File: src/rtl/branch_pc_unit_if.sv
// rtl/branch_pc_unit_if.sv - IF pre-decode, EX resolution and PC outputs of the next-PC unit
// Master drives the fetch/resolve controls; slave is the PC generator.
interface branch_pc_unit_if;
  logic        stall_i;
  logic        jal_i;
  logic [31:0] jal_target_i;
  logic        if_branch_i;
  logic [31:0] if_branch_target_i;
  logic        ex_branch_i;
  logic [31:0] ex_pc_i;
  logic        ex_taken_i;
  logic        ex_pred_taken_i;
  logic [31:0] ex_target_i;
  logic [31:0] pc_o;
  logic        predict_taken_o;
  logic        flush_o;
  logic [31:0] mispredict_cnt_o;

  modport master (
    output stall_i, jal_i, jal_target_i, if_branch_i, if_branch_target_i,
           ex_branch_i, ex_pc_i, ex_taken_i, ex_pred_taken_i, ex_target_i,
    input  pc_o, predict_taken_o, flush_o, mispredict_cnt_o
  );

  modport slave (
    input  stall_i, jal_i, jal_target_i, if_branch_i, if_branch_target_i,
           ex_branch_i, ex_pc_i, ex_taken_i, ex_pred_taken_i, ex_target_i,
    output pc_o, predict_taken_o, flush_o, mispredict_cnt_o
  );
endinterface

File: src/rtl/branch_pc_unit.sv
// rtl/branch_pc_unit.sv - fetch PC register with BHT-based branch prediction and recovery
// Owns pc_o; counters are read at pc_o in IF and trained at ex_pc_i from EX.
module branch_pc_unit #(
  parameter int          ENTRIES  = 32,
  parameter int          CTR_BITS = 2,
  parameter logic [31:0] RESET_PC = 32'h4000_0000
) (
  input  logic             clk,
  input  logic             rst,
  branch_pc_unit_if.slave  bus
);
  localparam int IDX_W = $clog2(ENTRIES);
  localparam logic [CTR_BITS-1:0] CTR_INIT = CTR_BITS'((1 << (CTR_BITS - 1)) - 1);
  localparam logic [CTR_BITS-1:0] CTR_MAX  = '1;

  logic [31:0]         r_pc;
  logic [31:0]         r_mispredict_cnt;
  logic [CTR_BITS-1:0] r_bht [ENTRIES];

  logic [IDX_W-1:0]    w_rd_idx;
  logic [IDX_W-1:0]    w_wr_idx;
  logic                w_predict;
  logic                w_mispredict;
  logic [31:0]         w_next_pc;

  assign w_rd_idx     = r_pc[IDX_W+1:2];
  assign w_wr_idx     = bus.ex_pc_i[IDX_W+1:2];
  // Read happens before the same-edge training write, so a collision sees the old value.
  assign w_predict    = bus.if_branch_i & r_bht[w_rd_idx][CTR_BITS-1];
  assign w_mispredict = bus.ex_branch_i & (bus.ex_taken_i != bus.ex_pred_taken_i);

  // Mispredict outranks stall: the stalled instruction is on the wrong path anyway.
  always_comb begin
    w_next_pc = r_pc + 32'd4;
    if (w_mispredict) begin
      w_next_pc = bus.ex_taken_i ? bus.ex_target_i : bus.ex_pc_i + 32'd4;
    end else if (bus.stall_i) begin
      w_next_pc = r_pc;
    end else if (bus.jal_i) begin
      w_next_pc = bus.jal_target_i;
    end else if (w_predict) begin
      w_next_pc = bus.if_branch_target_i;
    end
  end

  always_ff @(posedge clk or negedge rst) begin
    if (!rst) begin
      r_pc             <= RESET_PC;
      r_mispredict_cnt <= '0;
    end else begin
      r_pc <= w_next_pc;
      if (w_mispredict) begin
        r_mispredict_cnt <= r_mispredict_cnt + 32'd1;
      end
    end
  end

  always_ff @(posedge clk or negedge rst) begin
    if (!rst) begin
      for (int i = 0; i < ENTRIES; i++) begin
        r_bht[i] <= CTR_INIT;
      end
    end else if (bus.ex_branch_i) begin
      if (bus.ex_taken_i) begin
        if (r_bht[w_wr_idx] != CTR_MAX) begin
          r_bht[w_wr_idx] <= r_bht[w_wr_idx] + 1'b1;
        end
      end else if (r_bht[w_wr_idx] != '0) begin
        r_bht[w_wr_idx] <= r_bht[w_wr_idx] - 1'b1;
      end
    end
  end

  assign bus.pc_o             = r_pc;
  assign bus.predict_taken_o  = w_predict;
  assign bus.flush_o          = w_mispredict;
  assign bus.mispredict_cnt_o = r_mispredict_cnt;
endmodule

File: src/flat_wrapper.sv
// flat-port wrapper written by rule: the top's interface ports become plain ports
module branch_pc_unit_flat 
#(
  parameter int          ENTRIES  = 32,
  parameter int          CTR_BITS = 2,
  parameter logic [31:0] RESET_PC = 32'h4000_0000
)
  (clk, rst, bus_stall_i, bus_jal_i, bus_jal_target_i, bus_if_branch_i, bus_if_branch_target_i, bus_ex_branch_i, bus_ex_pc_i, bus_ex_taken_i, bus_ex_pred_taken_i, bus_ex_target_i, bus_pc_o, bus_predict_taken_o, bus_flush_o, bus_mispredict_cnt_o);
  branch_pc_unit_if bus_i ();
  input  logic clk;
  input  logic rst;
  input wire logic [$bits(bus_i.stall_i)-1:0] bus_stall_i;
  input wire logic [$bits(bus_i.jal_i)-1:0] bus_jal_i;
  input wire logic [$bits(bus_i.jal_target_i)-1:0] bus_jal_target_i;
  input wire logic [$bits(bus_i.if_branch_i)-1:0] bus_if_branch_i;
  input wire logic [$bits(bus_i.if_branch_target_i)-1:0] bus_if_branch_target_i;
  input wire logic [$bits(bus_i.ex_branch_i)-1:0] bus_ex_branch_i;
  input wire logic [$bits(bus_i.ex_pc_i)-1:0] bus_ex_pc_i;
  input wire logic [$bits(bus_i.ex_taken_i)-1:0] bus_ex_taken_i;
  input wire logic [$bits(bus_i.ex_pred_taken_i)-1:0] bus_ex_pred_taken_i;
  input wire logic [$bits(bus_i.ex_target_i)-1:0] bus_ex_target_i;
  output wire logic [$bits(bus_i.pc_o)-1:0] bus_pc_o;
  output wire logic [$bits(bus_i.predict_taken_o)-1:0] bus_predict_taken_o;
  output wire logic [$bits(bus_i.flush_o)-1:0] bus_flush_o;
  output wire logic [$bits(bus_i.mispredict_cnt_o)-1:0] bus_mispredict_cnt_o;
  assign bus_i.stall_i = bus_stall_i;
  assign bus_i.jal_i = bus_jal_i;
  assign bus_i.jal_target_i = bus_jal_target_i;
  assign bus_i.if_branch_i = bus_if_branch_i;
  assign bus_i.if_branch_target_i = bus_if_branch_target_i;
  assign bus_i.ex_branch_i = bus_ex_branch_i;
  assign bus_i.ex_pc_i = bus_ex_pc_i;
  assign bus_i.ex_taken_i = bus_ex_taken_i;
  assign bus_i.ex_pred_taken_i = bus_ex_pred_taken_i;
  assign bus_i.ex_target_i = bus_ex_target_i;
  assign bus_pc_o = bus_i.pc_o;
  assign bus_predict_taken_o = bus_i.predict_taken_o;
  assign bus_flush_o = bus_i.flush_o;
  assign bus_mispredict_cnt_o = bus_i.mispredict_cnt_o;
  branch_pc_unit #(.ENTRIES(ENTRIES), .CTR_BITS(CTR_BITS), .RESET_PC(RESET_PC)) u_core (.clk(clk), .rst(rst), .bus(bus_i));
endmodule
File: config.mk
export PLATFORM = sky130hd
export DESIGN_NAME = branch_pc_unit_flat
export DESIGN_NICKNAME = d
export VERILOG_FILES = /design/src/rtl/branch_pc_unit_if.sv /design/src/rtl/branch_pc_unit.sv /design/src/flat_wrapper.sv
export SDC_FILE = /design/constraint.sdc
export NUM_CORES = 1
export LEC_CHECK = 0
export ABC_AREA = 1
export ABC_CLOCK_PERIOD_IN_PS = 2800
export CAP_MARGIN = 15
export CELL_PAD_IN_SITES_DETAIL_PLACEMENT = 1
export CELL_PAD_IN_SITES_GLOBAL_PLACEMENT = 2
export CORE_UTILIZATION = 28
export CTS_BUF_LIST = sky130_fd_sc_hd__clkbuf_4
export DETAILED_ROUTE_END_ITERATION = 8
export GPL_ROUTABILITY_DRIVEN = 0
export GPL_TIMING_DRIVEN = 0
export PLACE_DENSITY_LB_ADDON = 0.1
export SLEW_MARGIN = 25
export SYNTH_ARGS = -nofsm -noshare
export SYNTH_HDL_FRONTEND = slang
export SYNTH_SLANG_ARGS = --single-unit
File: constraint.sdc
create_clock -name clk -period 2.8 [get_ports clk]
set_input_delay 0.7 -clock clk [delete_from_list [all_inputs] [get_ports clk]]
set_output_delay 0.7 -clock clk [all_outputs]
set_load 0.005 [all_outputs]
==> results.sh <==
export IMPL_worst_pin_slew_ps=759
export IMPL_drt_wirelength_per_cell_um=20.8
export IMPL_tritoncts="yes"
export IMPL_syn_area_mm2=0.00915
export IMPL_vias=10300
export IMPL_cts_sinks=128
export IMPL_slew_headroom_pct=49.0
export IMPL_finClkSkew_ps=36.0
export IMPL_mostFrequentLayoutCells="nand2_1 (381), clkdlybuf4s50_1 (189), nor2_1 (142)"
export IMPL_initial_core_util_pct=28.7
export IMPL_crit_fanout=10
export IMPL_syn_num_nets=1514
export IMPL_core_area_mm2=0.0319
export IMPL_rsz0062_at_grt="yes"
export IMPL_grt_usage_pct=26.4
export IMPL_cp_slowest_cell="dfrtp_2"
export IMPL_timing_critical_path_mode_cell="buf_6"
export IMPL_leakage_nw=5.55
export IMPL_drc_errors=0
export IMPL_root_buffer="clkbuf_4"
export IMPL_hold_class="input pin to async pin"
export IMPL_fillCellCount=4085
export IMPL_grt_pass1_wl_um=65500
export IMPL_antenna_found_initial=3
export IMPL_drt_iter0_drc=592
export IMPL_r2r_cells=15
export IMPL_crit_reg2reg_capture="u_core.r_bht[33]"
export IMPL_worstPathCellList="buf_6 -> buf_12 -> nand2_1 -> nand3_2 -> a21oi_2 -> nor2_2 -> nand2_4 -> nand3_4 -> inv_4 -> buf_6"
export IMPL_crit_path_max_incr_delay_ps=510
export IMPL_worst_path_buf_inv=4
export IMPL_wl_um=43000
export IMPL_outcome="complete, but fails checks"
export IMPL_die_area_mm2=0.0334
export IMPL_fp_dieH_um=183
export IMPL_fin_crit_ps=2910
export IMPL_vdd_ir_drop_max_mv=0.261
export IMPL_cts_made_buffers=17
export IMPL_num_rows=65
export IMPL_final_layout_size_suffix_gt1_share_pct=13.0
export IMPL_grt_pass1_vias=10600
export IMPL_dr_pass1_iters=5
export IMPL_crit_start="u_core.bus.pc_o[2]"
export IMPL_io_buffer_count=197
export IMPL_cts_buffer_depth=2
export IMPL_r2r_slack_ps=240
export IMPL_crit_required_ps=2100
export IMPL_cp_top_family="flip-flops"
export IMPL_htree_num_levels=4
export IMPL_final_common_cell="nand2_1"
export IMPL_clkLatencyLatePin_ps=630
export IMPL_ys_seq_area_share_pct=35.5
export IMPL_path_depth=10
export IMPL_synth_seq_cells=128
export IMPL_end_kind="output pin"
export IMPL_violations="negative setup slack"
export IMPL_avgSynthCellArea_um2=6.68
export IMPL_crit_path_start_kind="flop"
export IMPL_placed_area_mm2=0.0118
export IMPL_critical_path_endpoint="bus_predict_taken_o"
export IMPL_drv_slew=0
export IMPL_fin_ws_ps=-113
export IMPL_fin_crit_sh_pct=104
export IMPL_maxCapViolCount=0
export IMPL_hold_viol_final=0
export IMPL_setup_viol=1
export IMPL_area_delta_synth_final_pct=38.4
export IMPL_die_x_um=183
export IMPL_syn_inst=1370
export IMPL_finalNetCount=1766
export IMPL_yosys_warnings=0
export IMPL_finalSetupTns_ps=-113
export IMPL_io_pins=202
export IMPL_clock_fmax_mhz=343
export IMPL_timing_hold_ws_ps=29.4
export IMPL_viasPerCell=4.99
export IMPL_ys_types=42
export IMPL_crit_type="flop to output pin"
export IMPL_grt_ovfl_total=0
export IMPL_worstPathArrival_ps=2210
export IMPL_clk_pin_slew_ps=150
export IMPL_grt_max_degree=68
export IMPL_drtAntennaViolNets=0
export IMPL_hpwl_um=32900
export IMPL_stdcell_area_mm2=0.0127
export IMPL_power_per_cell_area_mw_per_mm2=544
==> how the worst min path moves through the flow <==
stage	startpoint	to	depth (start not counted)	slack, ps
finish	rst	u_core.r_bht[43]	1	30
global route	rst	u_core.r_bht[43]	1	20
CTS	rst	u_core.r_bht[43]	1	20
detailed placement	u_core.bus.mispredict_cnt_o[31]	u_core.bus.mispredict_cnt_o[31]	1	470
global placement	u_core.bus.mispredict_cnt_o[31]	u_core.bus.mispredict_cnt_o[31]	1	460
floorplan	rst	u_core.bus.mispredict_cnt_o[0]	0	400
==> cells in the mapped netlist, drive strengths merged <==
master	n	area share, %
nor4	5	0.41
clkinv	1	0.041
o22ai	10	0.68
buf	31	2.0
dfstp	33	9.5
a22oi	8	0.66
a22o	7	0.67
o31ai	1	0.082
or2	6	0.41
o21ai	126	6.9
o211ai	5	0.41
o21a	5	0.41
nand4	31	2.1
clkbuf	24	0.99
inv	133	5.5
nand3	107	6.2
nor3	45	2.6
a21oi	60	3.3
a211oi	2	0.16
nand2	394	16
ha	8	1.1
dfrtp	95	26
a221oi	2	0.19
xnor2	15	1.4
nor2	158	6.7
a21boi	3	0.25
nand3b	8	0.66
xor2	45	4.3
nor3b	2	0.16
==> timing repair <==
item	in CTS	in global routing
resized for setup	83	63
setup buffers	25	10
cloned	1	0
pin swaps	16	19
hold buffers	0	0
setup endpoints to repair	68	66
==> report_power, final <==
group	switching (mW)	leakage (nW)	internal, mW
registers	0.434	1.54	2.34
logic	1.58	3.88	1.25
clock network	0.889	0.129	0.386
==> area by class of cell <==
class	instances	area, um^2	area share (%)
diodes	2	5.00	0.0395
plain buffers	54	389	3.07
clock buffers	19	143	1.13
clock inverters	13	104	0.820
inverters	134	520	4.11
multi-input cells	1053	5360	42.3
flip-flops and latches	128	3250	25.6
well taps	435	544	4.30
repair buffers	234	2350	18.6
==> metal layers <==
metal  wire length (um)  part of all wire (%)  track usage (%)  up-vias
met5                 17                 0.040                0        -
met4                506                   1.2             5.45        2
met3               1800                   4.2             4.49       34
met2              19600                    46             41.9      247
met1              21100                    49             37.4     5059
li1                   -                     -                -     4998
==> stage by stage <==
| step | std cells | utilization [%] | total power, mW | setup slack [ps] |
|---|---|---|---|---|
| floorplan | 1370 | - | 4.03 | 10.9 |
| global placement | 2002 | 36.8 | 5.22 | -4700 |
| global route | 2072 | 39.7 | 7.37 | -241 |
| finish | 2072 | 39.7 | 6.89 | -113 |
| CTS | 2061 | 39.2 | 6.80 | -177 |
| detailed placement | 2003 | 36.9 | 5.28 | -1920 |
==> cells by family after synthesis <==
logic type	Yosys count	synth area share (%)
compound gates	229	13.7
xor+xnor	60	5.75
fa+ha+maj	8	1.09
buf+inv	189	8.48
flops	128	35.5
simple gates	756	35.5
(Power assumes the default switching activity.)
